### src/rtl/snake_node_scanner.sv
// snake_node_scanner: walks the snake controller's node read port over the
// live body length and reports whether a queried grid cell is body, head or apple.
module snake_node_scanner #(
  parameter int unsigned BASE_LEN  = 3,
  parameter int unsigned MAX_NODES = 16
) (
  input  logic       clk,
  input  logic       rst_n,
  input  logic       req,
  input  logic [5:0] cell_x,
  input  logic [5:0] cell_y,
  input  logic [3:0] cubenum,
  input  logic [5:0] apple_x,
  input  logic [5:0] apple_y,
  output logic [3:0] node,
  input  logic [5:0] node_cube_x,
  input  logic [5:0] node_cube_y,
  output logic       ready,
  output logic       valid,
  output logic       hit,
  output logic       is_head,
  output logic       apple_hit,
  output logic [3:0] hit_idx
);

  localparam int unsigned IDX_W   = 4;
  localparam int unsigned LEN_W   = 5;
  localparam int unsigned COORD_W = 6;

  typedef enum logic [1:0] {
    IDLE = 2'd0,
    SCAN = 2'd1,
    DONE = 2'd2
  } state_t;

  state_t             state, state_nx;
  logic [IDX_W-1:0]   idx, idx_nx;
  logic [COORD_W-1:0] cell_x_q, cell_x_nx;
  logic [COORD_W-1:0] cell_y_q, cell_y_nx;
  logic [LEN_W-1:0]   len_q, len_nx;
  logic               apple_match_q, apple_match_nx;
  logic [IDX_W-1:0]   node_nx;
  logic               ready_nx, valid_nx;
  logic               hit_nx, is_head_nx, apple_hit_nx;
  logic [IDX_W-1:0]   hit_idx_nx;
  logic [LEN_W-1:0]   len_sum_c;
  logic [LEN_W-1:0]   len_c;
  logic               match_c;

  // Active length clipped to the number of node slots the controller has.
  always_comb begin
    len_sum_c = LEN_W'(cubenum) + LEN_W'(BASE_LEN);
    len_c     = (len_sum_c > LEN_W'(MAX_NODES)) ? LEN_W'(MAX_NODES) : len_sum_c;
    match_c   = (node_cube_x == cell_x_q) && (node_cube_y == cell_y_q);
  end

  // Next-state, capture and result logic; outputs are registered from *_nx.
  always_comb begin
    state_nx       = state;
    idx_nx         = idx;
    cell_x_nx      = cell_x_q;
    cell_y_nx      = cell_y_q;
    len_nx         = len_q;
    apple_match_nx = apple_match_q;
    hit_nx         = hit;
    is_head_nx     = is_head;
    apple_hit_nx   = apple_hit;
    hit_idx_nx     = hit_idx;

    case (state)
      IDLE: begin
        if (req) begin
          cell_x_nx      = cell_x;
          cell_y_nx      = cell_y;
          len_nx         = len_c;
          apple_match_nx = (cell_x == apple_x) && (cell_y == apple_y);
          idx_nx         = '0;
          state_nx       = SCAN;
        end
      end
      SCAN: begin
        if (match_c) begin
          hit_nx       = 1'b1;
          is_head_nx   = (idx == '0);
          hit_idx_nx   = idx;
          apple_hit_nx = apple_match_q;
          state_nx     = DONE;
        end else if (LEN_W'(idx) == len_q - LEN_W'(1)) begin
          hit_nx       = 1'b0;
          is_head_nx   = 1'b0;
          hit_idx_nx   = '0;
          apple_hit_nx = apple_match_q;
          state_nx     = DONE;
        end else begin
          idx_nx = idx + IDX_W'(1);
        end
      end
      DONE: begin
        state_nx = IDLE;
      end
      default: begin
        state_nx = IDLE;
      end
    endcase

    ready_nx = (state_nx == IDLE);
    valid_nx = (state_nx == DONE);
    node_nx  = (state_nx == SCAN) ? idx_nx : '0;
  end

  // State, capture and output registers with synchronous active-low reset.
  always_ff @(posedge clk) begin
    if (!rst_n) begin
      state         <= IDLE;
      idx           <= '0;
      cell_x_q      <= '0;
      cell_y_q      <= '0;
      len_q         <= '0;
      apple_match_q <= 1'b0;
      node          <= '0;
      ready         <= 1'b1;
      valid         <= 1'b0;
      hit           <= 1'b0;
      is_head       <= 1'b0;
      apple_hit     <= 1'b0;
      hit_idx       <= '0;
    end else begin
      state         <= state_nx;
      idx           <= idx_nx;
      cell_x_q      <= cell_x_nx;
      cell_y_q      <= cell_y_nx;
      len_q         <= len_nx;
      apple_match_q <= apple_match_nx;
      node          <= node_nx;
      ready         <= ready_nx;
      valid         <= valid_nx;
      hit           <= hit_nx;
      is_head       <= is_head_nx;
      apple_hit     <= apple_hit_nx;
      hit_idx       <= hit_idx_nx;
    end
  end

endmodule

### config.mk
export PLATFORM = sky130hd
export DESIGN_NAME = snake_node_scanner
export DESIGN_NICKNAME = d
export VERILOG_FILES = /design/src/rtl/snake_node_scanner.sv
export SDC_FILE = /design/constraint.sdc
export NUM_CORES = 1
export LEC_CHECK = 0
export CELL_PAD_IN_SITES_DETAIL_PLACEMENT = 2
export CELL_PAD_IN_SITES_GLOBAL_PLACEMENT = 2
export CORE_MARGIN = 3
export CORE_UTILIZATION = 24
export DETAILED_ROUTE_END_ITERATION = 8
export GPL_TIMING_DRIVEN = 0
export PLACE_DENSITY_LB_ADDON = 0.1
export SLEW_MARGIN = 40
export SYNTH_ARGS = -nofsm -noshare
export SYNTH_HDL_FRONTEND = slang
export SYNTH_SLANG_ARGS = --single-unit
### constraint.sdc
create_clock -name clk -period 1.8 [get_ports clk]
set_input_delay 0.36 -clock clk [delete_from_list [all_inputs] [get_ports clk]]
set_output_delay 0.36 -clock clk [all_outputs]
set_load 0.05 [all_outputs]
# Word level (Yosys, flattened, before mapping)
# Cells that the tools add are included.
dict set report totals {
  regBits 37
  latch_bits 0
  ram_bits 0
  rom_bits 0
  input_bits 43
  out_inout_bits 13
  wordCells 50
  memories 0
}
dict set report classes {
  n_addsub 3
  n_mul 0
  div_mod_pow 0
  magnitude_cmp 1
  n_eq_ne 8
  n_shift 0
  muxes 16
  bitwise_logic 0
  reduce_logical 9
}
# cell count
set op_table {}
lappend op_table {{== test 6 bit} 4}
lappend op_table {{two-way mux 4 bit} 5}
lappend op_table {{one-hot mux 4 bit (2 select lines)} 1}
lappend op_table {{two-way mux 2 bit} 3}
lappend op_table {{AND reduction 2 bit} 3}
lappend op_table {{adder 4 x 2 -> 5 bit, second input constant} 1}
lappend op_table {{== test 4 x 5 -> 1 bit} 1}
lappend op_table {{> comparator 5 bit, second input constant} 1}
lappend op_table {{two-way mux 1 bit} 5}
lappend op_table {{two-way mux 5 bit} 1}
lappend op_table {{subtractor 5 x 1 -> 5 bit, second input constant} 1}
lappend op_table {{adder 4 x 1 -> 4 bit, second input constant} 1}
lappend op_table {{== test 2 x 1 -> 1 bit, second input constant} 2}
lappend op_table {{zero test 2 bit} 2}
lappend op_table {{zero test 4 bit} 1}
lappend op_table {{one-hot mux 2 bit (2 select lines)} 1}
lappend op_table {{== test 2 bit, second input constant} 1}
lappend op_table {{logical AND 1 bit} 2}
lappend op_table {{nonzero test 2 bit} 1}

# Longest topological paths before layout
dict set report logic_depth {
  depth_word 7
  ltp_mapped 7
  mapped_depth_nobuf 7
}

# Worst setup path after synthesis
# Ideal clock, no wire load.
dict set report synth_path {
  kind {flip-flop to flip-flop}
  from {register len_q[0]}
  to {register idx[2]}
  setup_time_ns 0.116
  arrival_time_ns 1.774
  required_time_ns 1.684
  slack_ns -0.091
  stages_incl_launch_ff 8
  synth_period_minus_slack_ns 1.891
  path_cell_list {dfxtp_1 -> inv_1 -> ha_1 -> o21ba_1 -> a221oi_2 -> o2111ai_4 -> a31o_1 -> a41o_1}
}
dict set report synth_between {
  elab_chain_cells 5
}
# item line_no
set synth_lines {}
lappend synth_lines {{start: declaration} 40} ;# logic [LEN_W-1:0] len_q, len_nx;
lappend synth_lines {{start signal: assignment} 132} ;# len_q <= len_nx;
lappend synth_lines {{subtractor 5 x 1 -> 5 bit} 88} ;# end else if (LEN_W'(idx) == len_q - LEN_W'(1)) begin
lappend synth_lines {{== test 4 x 5 -> 1 bit} 88}
lappend synth_lines {{two-way mux 4 bit} 88}
lappend synth_lines {{two-way mux 4 bit} 82} ;# if (match_c) begin
lappend synth_lines {{one-hot mux 4 bit (2 select lines)} 70} ;# case (state)
lappend synth_lines {{end signal: assignment} 129} ;# idx <= idx_nx;
lappend synth_lines {{end: declaration} 37} ;# logic [IDX_W-1:0] idx, idx_nx;
# No other way between the ends.
# A chain may end at the register's enable or synchronous reset.

# Worst setup path in the final report
# Same ends and word-level chain as after synthesis.

==> flow_summary_export.csv <==
group,metric,value,unit
synth,synthesis.area,1870,um^2
status,violations,"negative setup slack",
detailed_routing,avgRoutedWirePerCell,15.8,um
pwr,p_sw,556,uW
critical_path,cpPeakStageDelay,340,ps
critical_path,r2r_slack,-130,ps
critical_path,cp_max_fo,6,
clock_tree,insertion_delay,300,ps
synth,synth_edf_count,0,
finish,fill_cells,846,
synth,async_flop_share,0,%
finish,fin_nets,339,
worst_hold_path,worstHoldPathCells,3,
job,cap_violations,0,
sta,max_freq,519,MHz
detailed_routing,vias,1818,
detailed_routing,antenna_left,0,
clock_tree,htree_levels,2,
placement,gp_congestion,0.709,
critical_path,crit_path_end_kind,"flip-flop",
synth,synth_cell_types,40,
critical_path,worstSetupPathType,"flip-flop to flip-flop",
clock_tree,clk_pin_slew,90,ps
detailed_routing,drt_iter0_drc,44,
global_route,overflow,0,
critical_path,critical-path-top-delay-family,"compound AO/OA/AOI/OAI gates",
synth,synth.largest_area_cell,"dfxtp_1",
pwr,vdd_drop_max,218,uV
sta,fin_ws,-127,ps
clock_tree,numCtsBuffers,5,
clock_tree,clock-sinks,37,
synth,syn_inst,218,
sta,rsz0062_at_grt,"yes",
sta,relSlewSlack,55.8,%
global_route,grt.total_usage,14.3,%
synth,syn_avg_cell_area,8.60,um^2
clock_tree,cts_root_buf,"clkbuf_8",
critical_path,cpMaxStageDelayCell,"dfxtp_2",
detailed_routing,viasPerCell,4.65,
die,core,7410,um^2
pwr,power_leakage,0.00118,uW
global_route,grt_pass1_vias,1943,
sta,post-route-min-period,1930,ps
sta,whs,385,ps
worst_hold_path,hp-class,"input pin to flip-flop",
pwr,p_clk_share,37.7,%
detailed_routing,wirelength,6160,um
critical_path,r2r_cells,7,
finish,n_antenna_cell,0,
critical_path,crit_start,"len_q[0]",
clock_tree,clockBufferDepth,2,
die,num_rows,31,
die,die_x,94.4,um
critical_path,crit_buf_inv,1,
detailed_routing,firstDrtPassIters,4,
pwr,p_int,1500,uW
synth,syn-num-nets,266,
worst_hold_path,hold_path.startpoint,"rst_n",
synth,ys_seq_area_share,39.5,%
critical_path,arrival,2130,ps
die,fp.dieArea,8910,um^2
critical_path,r2r_start,"len_q[0]",
sta,drv_slew,0,
finish,area.growth.synth_to_final,51.8,%
sta,finalHoldViolCount,0,
pwr,combPwrFrac,19.6,%
synth,synth_ff_type,"dfxtp_1",
critical_path,worstReg2RegEnd,"idx[2]",
die,start_util,25.3,%
synth,yosys-top-cells-area,"dfxtp_1, xor2_1, nand2_1",
critical_path,crit_required,2000,ps
sta,post-route-period-util,107,%
critical_path,cp_cell_sequence,"inv_2, ha_4, o21ba_4, a221oi_4, o2111ai_4, a31o_1, a41o_1",
synth,ys_ff_latch,37,
status,status,"complete, but fails checks",
synth,yosysWarnings,0,
sta,worstMarginPinSlew,663,ps
synth,synth_top_area_share,39.5,%
pwr,switching_share,27.0,%
worst_hold_path,holdPathEnd,"node[0]",
placement,dpl_cell_area,2550,um^2
clock_tree,cts_hold_buf,0,
pwr,power.density,723,nW/um^2
finish,drive_gt1_share,14.4,%
synth,synth_commonest_cells,"nand2_1, dfxtp_1, xor2_1",
synth,synth.most_common_cell,"nand2_1",
global_route,grt_max_degree,13,
pwr,power_frac_seq,42.7,%
sta,setup_viol_count_final,11,
placement,hpwl,4610,um
finish,fin_area,2850,um^2
finish,final_core_util,38.4,%
global_route,grt_pass1_wl,9700,um
global_route,grt_antenna_before_repair,0,
critical_path,crit_path_start_kind,"flip-flop",
die,die_y,94.4,um
placement,dp_slack,-710,ps
sta,fin_worst_skew,15.0,ps
die,num_io_pins,56,
detailed_routing,drc_errors,0,
placement,port_buffers,54,
clock_tree,cts_tree,"built",
## power groups by stage
stage / Combinational, uW / Clock [uW] / Sequential (uW)
detailed placement: 371 / 0 / 898
global placement: 365 / 0 / 897
floorplan: 185 / 0 / 905
finish: 403 / 776 / 879
CTS: 406 / 803 / 879
global route: 447 / 834 / 884
## area by class of cell
type,count,area (um^2),share of cell area [%]
sequential,37,743,26.1
timing repair buffer,66,644,22.6
clock inverter,2,37.5,1.32
clock buffer,6,82.6,2.90
buffer,9,47.5,1.67
tap,99,124,4.35
multi-input combinational,164,1140,39.9
inverter,8,30.0,1.06
## worst register-to-register path, delay by kind of cell (launching register included)
family          cells  cell delay, ps
fa+ha+maj           1             170
buf+inv             1              50
flops               1             340
compound gates      5            1280
## through the flow
stage	instances	power (uW)	TNS, ps
after floorplan	218	1090	0
after global placement	371	1260	-15460
after detailed placement	371	1270	-15910
after CTS	389	2090	-674
after global routing	391	2170	-2200
final	391	2060	-799
## cells in the final DEF (no fill, tap or decap), types with 2 or more instances in the layout
cell type | netlist | layout
inv_1 | 7 | 5
dlygate4sd2_1 | 0 | 9
clkbuf_8 | 0 | 6
buf_6 | 1 | 5
nor3_1 | 4 | 4
buf_4 | 1 | 9
a211oi_1 | 3 | 2
nor4_1 | 8 | 5
dfxtp_1 | 37 | 35
o21ai_0 | 4 | 3
dlymetal6s2s_1 | 0 | 4
nand2_1 | 44 | 44
o22ai_1 | 3 | 3
nor2_1 | 9 | 9
xor2_1 | 27 | 27
and2_1 | 2 | 2
buf_1 | 2 | 2
xnor2_1 | 3 | 3
dfxtp_2 | 0 | 2
clkbuf_1 | 5 | 3
nand3_1 | 7 | 6
nand4_1 | 2 | 2
clkbuf_2 | 0 | 2
o32ai_1 | 3 | 3
mux2i_1 | 4 | 4
a21oi_1 | 17 | 17
inv_2 | 1 | 3
clkdlybuf4s50_1 | 0 | 41
nor4_2 | 0 | 3
ha_1 | 5 | 4
nand4b_1 | 3 | 3
## worst max-delay path by stage
stage                           end  cells after the start
after floorplan              idx[2]                      7
after global placement    apple_hit                      6
after detailed placement  apple_hit                      6
after CTS                 apple_hit                      7
after global routing      apple_hit                      7
final                        idx[2]                      7
## cell families (layout without fill, tap and decap cells)
kind of cell / Yosys count / after routing / synth area share, %
compound gates: 39 / 39 / 15.1
buf+inv: 17 / 91 / 4.01
fa+ha+maj: 5 / 5 / 3.34
flops: 37 / 37 / 39.5
xor+xnor: 30 / 30 / 14.0
mux: 4 / 4 / 2.14
simple gates: 86 / 86 / 21.9
## per-layer routing
| metal | GRT usage (%) | up-vias | share of wire [%] |
|---|---|---|---|
| met5 | 0 | - | 0 |
| met4 | 3.61 | 0 | 0.93 |
| met3 | 4.62 | 4 | 5.8 |
| met2 | 25.7 | 36 | 50 |
| met1 | 16.2 | 884 | 44 |
| li1 | - | 894 | - |
## flip-flops by register name, summed over array words and instances, names as in the netlist, 2 cells and up
name,count
cell_y_q,6
node,4
len_q,5
state,2
idx,4
cell_x_q,6
hit_idx,4
## repair_timing
action / CTS / global route
setup buffers: 10 / 2
setup endpoints to repair: 36 / 31
pin swaps: 10 / 4
endpoints found under the hold margin: 0 / 0
resized for setup: 21 / 12
(Power assumes the default switching activity.)
